===== config.mk =====
export PLATFORM = sky130hd
export DESIGN_NAME = tape_player
export DESIGN_NICKNAME = d
export VERILOG_FILES = /design/src/rtl/tape_pkg.sv /design/src/rtl/tape_bitcell.sv /design/src/rtl/tape_player.sv
export SDC_FILE = /design/constraint.sdc
export NUM_CORES = 1
export LEC_CHECK = 0
export CAP_MARGIN = 20
export CORE_AREA = 2 2 134 110
export CTS_CLUSTER_DIAMETER = 50
export DETAILED_ROUTE_END_ITERATION = 16
export DIE_AREA = 0 0 136 112
export PLACE_DENSITY_LB_ADDON = 0.12
export SYNTH_ARGS = -nofsm -noshare
export SYNTH_HDL_FRONTEND = slang
export SYNTH_SLANG_ARGS = --single-unit

===== constraint.sdc =====
create_clock -name clk_sys -period 4.1 [get_ports clk_sys]
set_input_delay 1.23 -clock clk_sys [delete_from_list [all_inputs] [get_ports clk_sys]]
set_output_delay 1.23 -clock clk_sys [all_outputs]
set_load 0.01 [all_outputs]

===== src/rtl/tape_pkg.sv =====
// rtl/tape_pkg.sv - shared state encoding and leader constants for the tape player
// Optional feature macro: TAPE_LEADER_EN adds the LEADER state.
package tape_pkg;

  localparam logic [7:0] SYNC_BYTE    = 8'hE6;
  localparam int         LEADER_BYTES = 256;

`ifdef TAPE_LEADER_EN
  typedef enum logic [2:0] {
    IDLE,
    FETCH,
    SHIFT,
    DONE,
    LEADER
  } state_t;
`else
  typedef enum logic [1:0] {
    IDLE,
    FETCH,
    SHIFT,
    DONE
  } state_t;
`endif

endpackage


===== src/rtl/tape_bitcell.sv =====
// rtl/tape_bitcell.sv - half-cell timer and MSB-first biphase byte serializer
module tape_bitcell #(
  parameter int HALF_CYCLES = 5000
) (
  input  logic       clk_sys,
  input  logic       reset,
  input  logic       clear,
  input  logic       load,
  input  logic [7:0] byte_in,
  input  logic       freeze,
  output logic       tapein,
  output logic       byte_done
);

  localparam int            CW       = (HALF_CYCLES > 1) ? $clog2(HALF_CYCLES) : 1;
  localparam logic [CW-1:0] CNT_LAST = CW'(HALF_CYCLES - 1);

  logic [CW-1:0] cnt;
  logic [3:0]    half;
  logic [7:0]    shreg;
  logic          busy;
  logic          level;
  logic          cell_end;

  // A half-cell ends on its last clock; the byte ends with the 16th half-cell.
  // While frozen the counter parks on that last clock, so byte_done stays high.
  assign cell_end  = busy && (cnt == CNT_LAST);
  assign byte_done = cell_end && (half == 4'd15);
  assign tapein    = level;

  // Shift out each bit as (~bit, bit); after the final half-cell the level is held.
  always_ff @(posedge clk_sys or posedge reset) begin
    if (reset) begin
      cnt   <= '0;
      half  <= '0;
      shreg <= '0;
      busy  <= 1'b0;
      level <= 1'b0;
    end else if (load) begin
      cnt   <= '0;
      half  <= '0;
      shreg <= byte_in;
      busy  <= 1'b1;
      level <= ~byte_in[7];
    end else if (clear) begin
      cnt   <= '0;
      half  <= '0;
      shreg <= '0;
      busy  <= 1'b0;
      level <= 1'b0;
    end else if (busy && !freeze) begin
      if (!cell_end) begin
        cnt <= cnt + 1'b1;
      end else begin
        cnt <= '0;
        if (half == 4'd15) begin
          busy <= 1'b0;
        end else begin
          half <= half + 4'd1;
          if (!half[0]) begin
            level <= shreg[7];
          end else begin
            shreg <= {shreg[6:0], 1'b0};
            level <= ~shreg[6];
          end
        end
      end
    end
  end

endmodule


===== src/rtl/tape_player.sv =====
// rtl/tape_player.sv - plays a buffered tape image as a biphase cassette signal
// Optional feature macro: TAPE_LEADER_EN prepends 256 x 0x00 leader bytes and a 0xE6 sync byte.
module tape_player
  import tape_pkg::*;
#(
  parameter int HALF_CYCLES = 5000,
  parameter int AW          = 24
) (
  input  logic          clk_sys,
  input  logic          reset,
  input  logic          start,
  input  logic          stop,
  input  logic [AW-1:0] tape_size,
  output logic [AW-1:0] buf_addr,
  output logic          buf_rd,
  input  logic [7:0]    buf_data,
  input  logic          buf_ack,
  output logic          tapein,
  output logic          playing,
  output logic          done
);

  state_t        state, state_n;
  logic [AW-1:0] size_q, size_n;
  logic [AW-1:0] addr_n;
  logic [7:0]    hold_q, hold_n;
  logic          hold_valid, hold_valid_n;
  logic          rd_q, rd_n;
  logic          done_q, done_n;
  logic          ack;

  logic          cell_clear;
  logic          cell_load;
  logic          cell_freeze;
  logic [7:0]    cell_byte;
  logic          cell_level;
  logic          byte_done;

`ifdef TAPE_LEADER_EN
  logic [8:0]    lead_cnt, lead_cnt_n;
`endif

  // An ack only counts while our own request is still outstanding.
  assign ack     = buf_ack && rd_q;
  assign buf_rd  = rd_q;
  assign done    = done_q;
  assign playing = (state != IDLE) && (state != DONE);
  assign tapein  = playing && cell_level;

  tape_bitcell #(
    .HALF_CYCLES(HALF_CYCLES)
  ) u_bitcell (
    .clk_sys  (clk_sys),
    .reset    (reset),
    .clear    (cell_clear),
    .load     (cell_load),
    .byte_in  (cell_byte),
    .freeze   (cell_freeze),
    .tapein   (cell_level),
    .byte_done(byte_done)
  );

  // State, address, holding byte and request flag registers.
  always_ff @(posedge clk_sys or posedge reset) begin
    if (reset) begin
      state      <= IDLE;
      size_q     <= '0;
      buf_addr   <= '0;
      hold_q     <= '0;
      hold_valid <= 1'b0;
      rd_q       <= 1'b0;
      done_q     <= 1'b0;
`ifdef TAPE_LEADER_EN
      lead_cnt   <= '0;
`endif
    end else begin
      state      <= state_n;
      size_q     <= size_n;
      buf_addr   <= addr_n;
      hold_q     <= hold_n;
      hold_valid <= hold_valid_n;
      rd_q       <= rd_n;
      done_q     <= done_n;
`ifdef TAPE_LEADER_EN
      lead_cnt   <= lead_cnt_n;
`endif
    end
  end

  // Next-state logic: stop beats start, start beats everything else; in SHIFT the
  // ack/holding register decides whether the serializer reloads, stalls or finishes.
  always_comb begin
    state_n      = state;
    size_n       = size_q;
    addr_n       = buf_addr;
    hold_n       = hold_q;
    hold_valid_n = hold_valid;
    rd_n         = rd_q;
    done_n       = done_q;
    cell_clear   = 1'b0;
    cell_load    = 1'b0;
    cell_freeze  = 1'b0;
    cell_byte    = hold_q;
`ifdef TAPE_LEADER_EN
    lead_cnt_n   = lead_cnt;
`endif

    if (stop) begin
      state_n      = IDLE;
      rd_n         = 1'b0;
      hold_valid_n = 1'b0;
      cell_clear   = 1'b1;
    end else if (start) begin
      addr_n       = '0;
      rd_n         = 1'b0;
      hold_valid_n = 1'b0;
      cell_clear   = 1'b1;
      if (tape_size == '0) begin
        state_n = IDLE;
        done_n  = 1'b1;
      end else begin
        size_n  = tape_size;
        done_n  = 1'b0;
`ifdef TAPE_LEADER_EN
        state_n    = LEADER;
        lead_cnt_n = '0;
        cell_load  = 1'b1;
        cell_byte  = 8'h00;
`else
        state_n = FETCH;
        rd_n    = 1'b1;
`endif
      end
    end else begin
      case (state)
`ifdef TAPE_LEADER_EN
        LEADER: begin
          if (byte_done) begin
            if (lead_cnt == 9'(LEADER_BYTES)) begin
              state_n = FETCH;
              rd_n    = 1'b1;
            end else begin
              cell_load  = 1'b1;
              cell_byte  = (lead_cnt == 9'(LEADER_BYTES - 1)) ? SYNC_BYTE : 8'h00;
              lead_cnt_n = lead_cnt + 9'd1;
            end
          end
        end
`endif
        FETCH: begin
          if (ack) begin
            cell_load = 1'b1;
            cell_byte = buf_data;
            addr_n    = buf_addr + 1'b1;
            rd_n      = 1'b0;
            state_n   = SHIFT;
          end
        end
        SHIFT: begin
          if (ack) begin
            addr_n = buf_addr + 1'b1;
            rd_n   = 1'b0;
            if (byte_done && !hold_valid) begin
              cell_load = 1'b1;
              cell_byte = buf_data;
            end else begin
              hold_n       = buf_data;
              hold_valid_n = 1'b1;
            end
          end else if (byte_done) begin
            if (hold_valid) begin
              cell_load    = 1'b1;
              cell_byte    = hold_q;
              hold_valid_n = 1'b0;
            end else if (rd_q || (buf_addr < size_q)) begin
              cell_freeze = 1'b1;
            end else begin
              state_n = DONE;
              done_n  = 1'b1;
            end
          end
          if (!rd_q && !hold_valid && (buf_addr < size_q)) begin
            rd_n = 1'b1;
          end
        end
        default: begin
        end
      endcase
    end
  end

endmodule

==> results.cfg, run 1 <==
[yosys]
ys_types = 49
ys_seq_area_share_pct = 45.83
synth.avg_cell_area_sq_um = 9.846
syn_inst = 488
synth-seq-cells = 88
synth.cell_area_sq_um = 4805
synth.top_cell.area_share_pct = 45.83
yosys_warnings = 0
synthArstFlopShare_pct = 100.0
synth_edf_count = 0
synth_flop_cell = dfrtp_1
synth.net_count = 553
synth.area.top_cells = dfrtp_1, mux2_2, ha_1
synth.largest_area_cell = dfrtp_1

[clocking]
cts_setup_buffers = 0
holdBufCountCts = 0
cts_buffers = 9
path_clk_slew_ns = 0.06
ctsResizeCount = 0
cts_tree = yes
clockBufferDepth = 2
htree_levels = 3
clock-sinks = 88
cts-root-buf = clkbuf_16
clk_latency_ns = 0.35

[global_route]
grt_max_degree = 89
track_usage_pct = 16.27
grt_pass1_wl_mm = 19.38
grt_pass1_vias = 3770
antenna_found_initial = 0
grt-ovfl-total = 0

[layout]
diodes = 0
utilization_pct = 43.37
layout_commonest_cell = dfrtp_1
area_growth_pct = 25.99
layout-drive-gt1-share_pct = 11.75
layout.cells.non_filler = 754
finalInstanceArea_sq_um = 6053
final_cell_mix = dfrtp_1, clkdlybuf4s50_1, nand2_1, nor2_1
num-nets-final = 630

[timing]
setup_viol = 0
final_max_slew_viol_count = 0
tns_ns = 0
period_share_pct = 90.36
fin_hold_ws_ns = 0.4817
max_slew_margin_pct = 33.30
period_needed_ns = 3.705
timing.final.ws_setup_ns = 0.3951
finalHoldViolations = 0
fmax_mhz = 269.9
rsz0062_at_grt = false
skew_ns = 0.007295
worst_slew_pin_slew_ns = 1.001

[setup_path]
crit_chain = clkdlybuf4s50_1 -> a21boi_0 -> o21ai_0 -> o31a_1 -> nor2_1 -> nor3_1 -> o21ai_0 -> buf_4 -> a21oi_1
cp-end-kind = flip-flop
cp_common_cell = o21ai_0
worstPathRequired_ns = 4.38
cp_max_fo = 8
critPathKind = primary input to flip-flop
cp-start-kind = primary input
cp_slowest_cell = nor3_1
slowest_delay_ns = 0.67
cp.arrival_ns = 3.98

[floorplanning]
start_util_pct = 34.43
die_w_microns = 136
die-area_sq_um = 15230
rows = 39
die_h_microns = 112
core_sq_um = 13960
num_io_pins = 65

[placement]
dp_slack_ns = 0.05050
gp_congestion = 0.8189
dp_hpwl_mm = 8.518
dp.cells = 738
port_buffers = 64
place_area_sq_um = 5746

[routing]
wl_per_cell_microns = 15.18
drt_first_iter_violations = 175
drc_errors = 0
avgViaCountPerCell = 5.056
routed_wl_mm = 11.45
via_count = 3812
dr.pass1.iters = 5
detail-route-antenna-nets = 0

[outcome]
status = complete, no violations

[hold_path]
hold_path.class = flip-flop to flip-flop

[job]
maxCapViolCount = 0

[power_and_ir_drop]
leakagePower_nw = 2.643
total_power_mw = 2.135
power_density_nw_per_um2 = 352.7
ir_drop_v = 0.0001932
flip-flops by register name, indices dropped and copies added (netlist names):
register	count
buf_addr	24
buf_rd	1
done	1
hold_q	8
hold_valid	1
size_q	24
state	2
u_bitcell.busy	1
u_bitcell.cnt	13
u_bitcell.half	4
u_bitcell.shreg	8
u_bitcell.tapein	1
final cells by class:
class	count	area, sq um
fill	1396	7903
multi-input combinational	354	2419
sequential	88	2202
timing repair buffer	80	773.2
clock buffer	12	256.5
tap	184	230.2
inverter	32	121.4
clock inverter	4	51.30
cells by family (layout without fill, tap and decap cells):
family                   after synthesis  count (layout)  synth area share, %
multiplexers                          34              34                7.917
buffers and inverters                 46             128                3.906
AO/OA/AOI/OAI                         97              97                13.18
adder cells (fa/ha/maj)               28              28                7.292
XOR/XNOR                              23              23                4.193
AND/OR/NAND/NOR                      172             172                17.68
flip-flops                            88              88                45.83
critical path: cells and delay by family:
kind,cells,cell delay [ns]
buffers and inverters,2,0.85
and+or+nand+nor,2,0.75
AOI/OAI and AO/OA,5,1.14
cells in the mapped netlist (3+ instances only):
cell type	n
xor2_1	17
a22oi_1	9
dfrtp_1	88
nand2b_1	3
ha_1	28
nand3_1	17
o221ai_1	6
a21o_1	8
nor2_1	36
xnor2_1	6
a21oi_1	32
or4_1	5
or3_1	9
and3_1	5
o21ai_1	5
clkbuf_1	12
mux2_2	32
o21ai_0	14
o21a_1	3
inv_1	32
nand4_1	12
nand2_1	50
nor3_1	12
o31ai_1	7
nor4_1	11
path summary, 6_finish.rpt:
path / from / to / slack [ns] / cells past startpoint
max: buf_ack / u_bitcell.cnt[8] / 0.40 / 9
min: u_bitcell.shreg[0] / u_bitcell.shreg[0] / 0.48 / 2
max reg2reg: buf_addr[19] / u_bitcell.cnt[12] / 0.49 / 10
min reg2reg: u_bitcell.shreg[0] / u_bitcell.shreg[0] / 0.48 / 2
max in group asynchronous: reset / buf_addr[1] / 2.42 / 3
min in group asynchronous: reset / size_q[19] / 1.27 / 3
report_power, final:
| group | switching [mW] | total, mW | internal [mW] | leakage, nW |
|---|---|---|---|---|
| clock | 0.350 | 0.857 | 0.507 | 0.149 |
| combinational | 0.153 | 0.310 | 0.157 | 1.33 |
| sequential | 0.0439 | 0.968 | 0.924 | 1.16 |
metal layers:
metal / up-vias / share of wire (%) / GRT usage, %
met5: - / 0 / 0
met4: 0 / 1.1 / 5.000
met3: 10 / 4.2 / 4.599
met2: 60 / 43 / 22.75
met1: 1832 / 52 / 24.20
li1: 1910 / - / -
Note: power is estimated with default switching activity, not from simulation.
==> run 2, diff against run 1 <==
--- a/config.mk
+++ b/config.mk
@@ -5,7 +5,6 @@
 export SDC_FILE = /design/constraint.sdc
 export NUM_CORES = 1
 export LEC_CHECK = 0
-export CAP_MARGIN = 20
 export CORE_AREA = 2 2 134 110
 export CTS_CLUSTER_DIAMETER = 50
 export DETAILED_ROUTE_END_ITERATION = 16
==> results of run 2 <==
Final layout, timing and power as in run 1 (identical DEF).
==> patch 1, RTL diff (flow settings as in run 1) <==
Re-encode `state_t` (4 states) as one-hot, 4 bits wide.
--- a/src/rtl/tape_pkg.sv
+++ b/src/rtl/tape_pkg.sv
@@ -14,11 +14,11 @@
     LEADER
   } state_t;
 `else
-  typedef enum logic [1:0] {
-    IDLE,
-    FETCH,
-    SHIFT,
-    DONE
+  typedef enum logic [3:0] {
+    IDLE  = 4'b0001,
+    FETCH = 4'b0010,
+    SHIFT = 4'b0100,
+    DONE  = 4'b1000
   } state_t;
 `endif
 
Formal check against the unedited RTL: no difference found for any inputs over 10 cycles, from zero or initial values and one cycle with reset high; not proved beyond that.
==> patch 1 against run 1 <==
  * Synthesized area is 5.4% higher
  * Sequential cell count up 2
  * Total power down 4.6%
  * Utilization is 1.7 points higher
  * Critical path depth shrank 1
  * Cell area rose by 3.9%
  * Routed wire length increased by 8.8%
  * Worst setup slack improved by 0.36 ns
  * Critical endpoint is now buf_addr[19]$_DFFE_PP0P_
==> patch 1: results (changes against run 1) <==
outcome completed (unchanged); post-synthesis sequential area ratio 44.5% (was 45.8%); share of post-route cells with drive strength above 1 12.4% (was 11.8%); M1 wire length 6.72 mm (was 5.91 mm); final net count 647 (was 630); dpl cell area 5960 sq um (was 5750 sq um); largest net degree at the start of global routing 59 (was 89); Synth top cells by count 89 x dfrtp_1, 51 x nand2_1, 39 x nor2_1 (was 88 x dfrtp_1, 50 x nand2_1, 36 x nor2_1); top flop regs buf_addr: 24 flops, size_q: 24 flops, u_bitcell.cnt: 13 flops (unchanged); clk buf depth 2 (unchanged); hold_ws 0.490 ns (was 0.482 ns); Largest stage delay, worst path 0.57 ns (was 0.67 ns); WL final 12.5 mm (was 11.4 mm); Pleak 2.76 nW (was 2.64 nW); wire length of the first global-routing pass 20.9 mm (was 19.4 mm); dpl hpwl 9.33 mm (was 8.52 mm); DR vias/cell 5.18 (was 5.06); Tmin final 3.34 ns (was 3.70 ns); CP Max Fanout 7 (was 8); Mapped Nets 575 (was 553); WL met3 538 um (was 483 um); internal reg-to-reg setup slack 1.34 ns (was 0.49 ns); placed cell count 756 (was 738); pwr/cell area 324 nW/um^2 (was 353 nW/um^2); EDFF count, synth 0 (unchanged); Worst-Margin Slew 0.532 ns (was 1.00 ns); Worst EP arrival 3.62 ns (was 3.98 ns); CP max-delay cell clkdlybuf4s50_1 (was nor3_1); ys async rst share 100% (unchanged); met2 routed wirelength 5.06 mm (was 4.93 mm); syn avg cell area 9.89 sq um (was 9.85 sq um); ranking of synthesized cells by area dfrtp_1 44%, mux2_2 7.1%, ha_1 6.4% (was dfrtp_1 46%, mux2_2 7.5%, ha_1 7.3%); Yosys cell types 56 (was 49); # port buffers 64 (unchanged); Final Wtd Congestion 0.856 (was 0.819); Clock Skews 0.00424 ns (was 0.00730 ns); 1st-pass router iterations 4 (was 5); Max IR drop VDD 0.000193 V (about the same); later-pin clock latency in the skew report 0.35 ns (about the same); Place WS 0.397 ns (was 0.0505 ns); vias in the first global route 3956 (was 3770); gr usage total 17.6% (was 16.3%); H-tree levels 3 (unchanged); 1st-iter DRT viols 246 (was 175); Fill cells 1373 (was 1396); Non-Filler Instances 773 (was 754); top layer in use met4 (unchanged)
[patch 1: path summary, 6_finish.rpt]
kind,to,startpoint,cells past startpoint
max in group asynchronous,state[0]$_DFFE_PP1P_,reset,3
worst max-delay path,buf_addr[19]$_DFFE_PP0P_,buf_ack,8
worst min register to register,u_bitcell.shreg[4]$_DFFE_PP0P_,u_bitcell.shreg[4]$_DFFE_PP0P_,2
min in group asynchronous,size_q[3]$_DFFE_PP0P_,reset,2
worst min-delay path,u_bitcell.shreg[4]$_DFFE_PP0P_,u_bitcell.shreg[4]$_DFFE_PP0P_,2
worst max register to register,u_bitcell.cnt[1]$_DFFE_PP0P_,buf_addr[22]$_DFFE_PP0P_,8
[patch 1: final cells by class]
class | count | area share [%]
Timing Repair Buffer | 78 | 12.2
Inverter | 30 | 1.81
Tap cell | 184 | 3.66
Clock buffer | 12 | 4.08
Clock inverter | 4 | 0.796
Multi-Input combinational cell | 375 | 41.7
Sequential cell | 90 | 35.8
[patch 1: kinds of logic after synthesis]
family          count (synthesis)  share of synthesized area (%)
compound gates                105                           13.7
fa+ha+maj                      26                           6.42
xor+xnor                       20                           3.46
buf+inv                        47                           3.73
flops                          90                           44.5
simple gates                  181                           18.9
mux                            43                           9.29
[patch 1: power breakdown]
part | total [mW] | switching, mW | internal, mW
sequential | 0.962 | 0.0315 | 0.930
combinational | 0.226 | 0.112 | 0.114
clock | 0.849 | 0.344 | 0.505
[patch 1: critical path: cells and delay by family]
kind            cells  cell delay, ns
compound gates      2            0.34
buf+inv             1            0.57
simple gates        5            1.48
[patch 1: layer usage]
| metal | global-route usage (%) | up-vias |
|---|---|---|
| met1 | 27.2 | 1922 |
| met4 | 4.79 | 0 |
| met3 | 4.55 | 11 |
| met5 | 0 | - |
| met2 | 23.9 | 66 |
| li1 | - | 2003 |
==> patch 2, RTL diff (flow settings as in run 1) <==
Without the edit above. Add a define of `TAPE_LEADER_EN`.
--- a/src/rtl/tape_pkg.sv
+++ b/src/rtl/tape_pkg.sv
@@ -1,5 +1,7 @@
 // rtl/tape_pkg.sv - shared state encoding and leader constants for the tape player
 // Optional feature macro: TAPE_LEADER_EN adds the LEADER state.
+`define TAPE_LEADER_EN
+
 package tape_pkg;
 
   localparam logic [7:0] SYNC_BYTE    = 8'hE6;
Behaviour: not the same (a bounded check fails within 4 cycles, from zero or initial values and one cycle with reset high).
==> patch 2 against run 1 <==
  * Cell area increased by 14%
  * Hold slack improved by 0.028 ns
  * Total power increased by 2.7%
  * Worst setup slack improved by 0.26 ns
  * Fmax increased by 7.6%
  * Sequential cell count increased by 10
  * Utilization increased by 5.9 points
  * Sequential share of layout area decreased by 0.73 points
  * Count of clock-buffer cells in the layout unchanged
  * Routed wire length increased by 24%
  * Synthesized area increased by 18%
  * Largest cell class unchanged
==> patch 2: results (changes against run 1) <==
Final Wtd Congestion 0.858 (was 0.819); internal reg-to-reg setup slack 1.08 ns (was 0.49 ns); detailed-route via count 4709 (was 3812); ranking of synthesized cells by area dfrtp_1 43%, mux2_2 6.6%, ha_1 6.4% (was dfrtp_1 46%, mux2_2 7.5%, ha_1 7.3%); post-synthesis compound-gate area fraction 13.4% (was 13.2%); vias in the first global route 4622 (was 3770); Worst-Margin Slew 0.989 ns (was 1.00 ns); Crit path max-delay family simple AND/OR/NAND/NOR gates (was compound AO/OA/AOI/OAI gates); Clock Skews 0.00939 ns (was 0.00730 ns); 1st-iter DRT viols 250 (was 175); GRT met3 Usage 4.01% (was 4.60%); Largest stage delay, worst path 0.56 ns (was 0.67 ns); Worst EP arrival 3.72 ns (was 3.98 ns); share of post-route cells with drive strength above 1 11.3% (was 11.8%); CP max-delay cell clkdlybuf4s50_1 (was nor3_1); met1 usage 29.7% (was 24.2%); hold_ws 0.510 ns (was 0.482 ns); Mapped Nets 658 (was 553); CP Max Fanout 6 (was 8); adder-cell share of the synthesized area 6.41% (was 7.29%); xor/xnor share of the synthesized area 4.49% (was 4.19%); GR Util met2 29.5% (was 22.7%); gr usage total 19.9% (was 16.3%); switching pwr 0.516 mW (was 0.546 mW); dpl hpwl 10.7 mm (was 8.52 mm); mux share of post-synthesis cell area 6.57% (was 7.92%); final net count 725 (was 630); outcome completed (unchanged); # port buffers 64 (unchanged); WL met3 530 um (was 483 um); switching share of power 23.6% (was 25.6%); met2 routed wirelength 6.28 mm (was 4.93 mm); Max IR drop VDD 0.000185 V (was 0.000193 V); wire length of the first global-routing pass 24.0 mm (was 19.4 mm); routed len/inst 16.8 um (was 15.2 um); Synth top cells by count 98 x dfrtp_1, 55 x nor2_1, 50 x nand2_1 (was 88 x dfrtp_1, 50 x nand2_1, 36 x nor2_1); dpl cell area 6560 sq um (was 5750 sq um); Comb power 0.228 mW (was 0.310 mW)
## patch 2: cell types whose count changed after synthesis, moves of 5 or more
cell,delta
or3_1,+6
dfrtp_1,+10
nor2_1,+19
o31ai_1,-5
o21ai_0,+6
clkbuf_1,+7
o221ai_1,-5
and2_1,+7
a22oi_1,-8
nand3_1,+9
## patch 2: worst register-to-register path: stages, from the launching register on
cell and delay (ns):
dfrtp_1 0.42, or4_4 0.59, or4_4 0.57, a2111oi_0 0.46, nor3_1 0.11, buf_4 0.21
o21ai_1 0.09, buf_4 0.22, o21ai_1 0.09, o22a_1 0.16
## patch 2: path summary, 6_finish.rpt
path,startpoint,to,cells after the start
hold reg to reg,size_q[3]$_DFFE_PP0P_,size_q[3]$_DFFE_PP0P_,1
min in group asynchronous,reset,size_q[22]$_DFFE_PP0P_,2
setup reg to reg,u_bitcell.cnt[5]$_DFFE_PP0P_,u_bitcell.shreg[1]$_DFFE_PP0P_,9
max in group asynchronous,reset,buf_addr[7]$_DFFE_PP0P_,3
setup / recovery,buf_ack,buf_addr[20]$_DFFE_PP0P_,7
hold / removal,size_q[3]$_DFFE_PP0P_,size_q[3]$_DFFE_PP0P_,1
## patch 2: metrics by stage
step	std cells	setup WS [ns]
finish	848	0.658
global route	848	0.525
CTS	848	0.727
detailed placement	832	0.371
global placement	832	0.474
floorplan	592	0.308
## patch 2: layout make-up
type | count | area (sq um)
Clock buffer | 12 | 246
Sequential cell | 98 | 2450
Inverter | 32 | 123
Timing Repair Buffer | 76 | 743
Clock inverter | 4 | 75.1
Fill cell | 1342 | 7080
Multi-Input combinational cell | 442 | 3010
Tap cell | 184 | 230
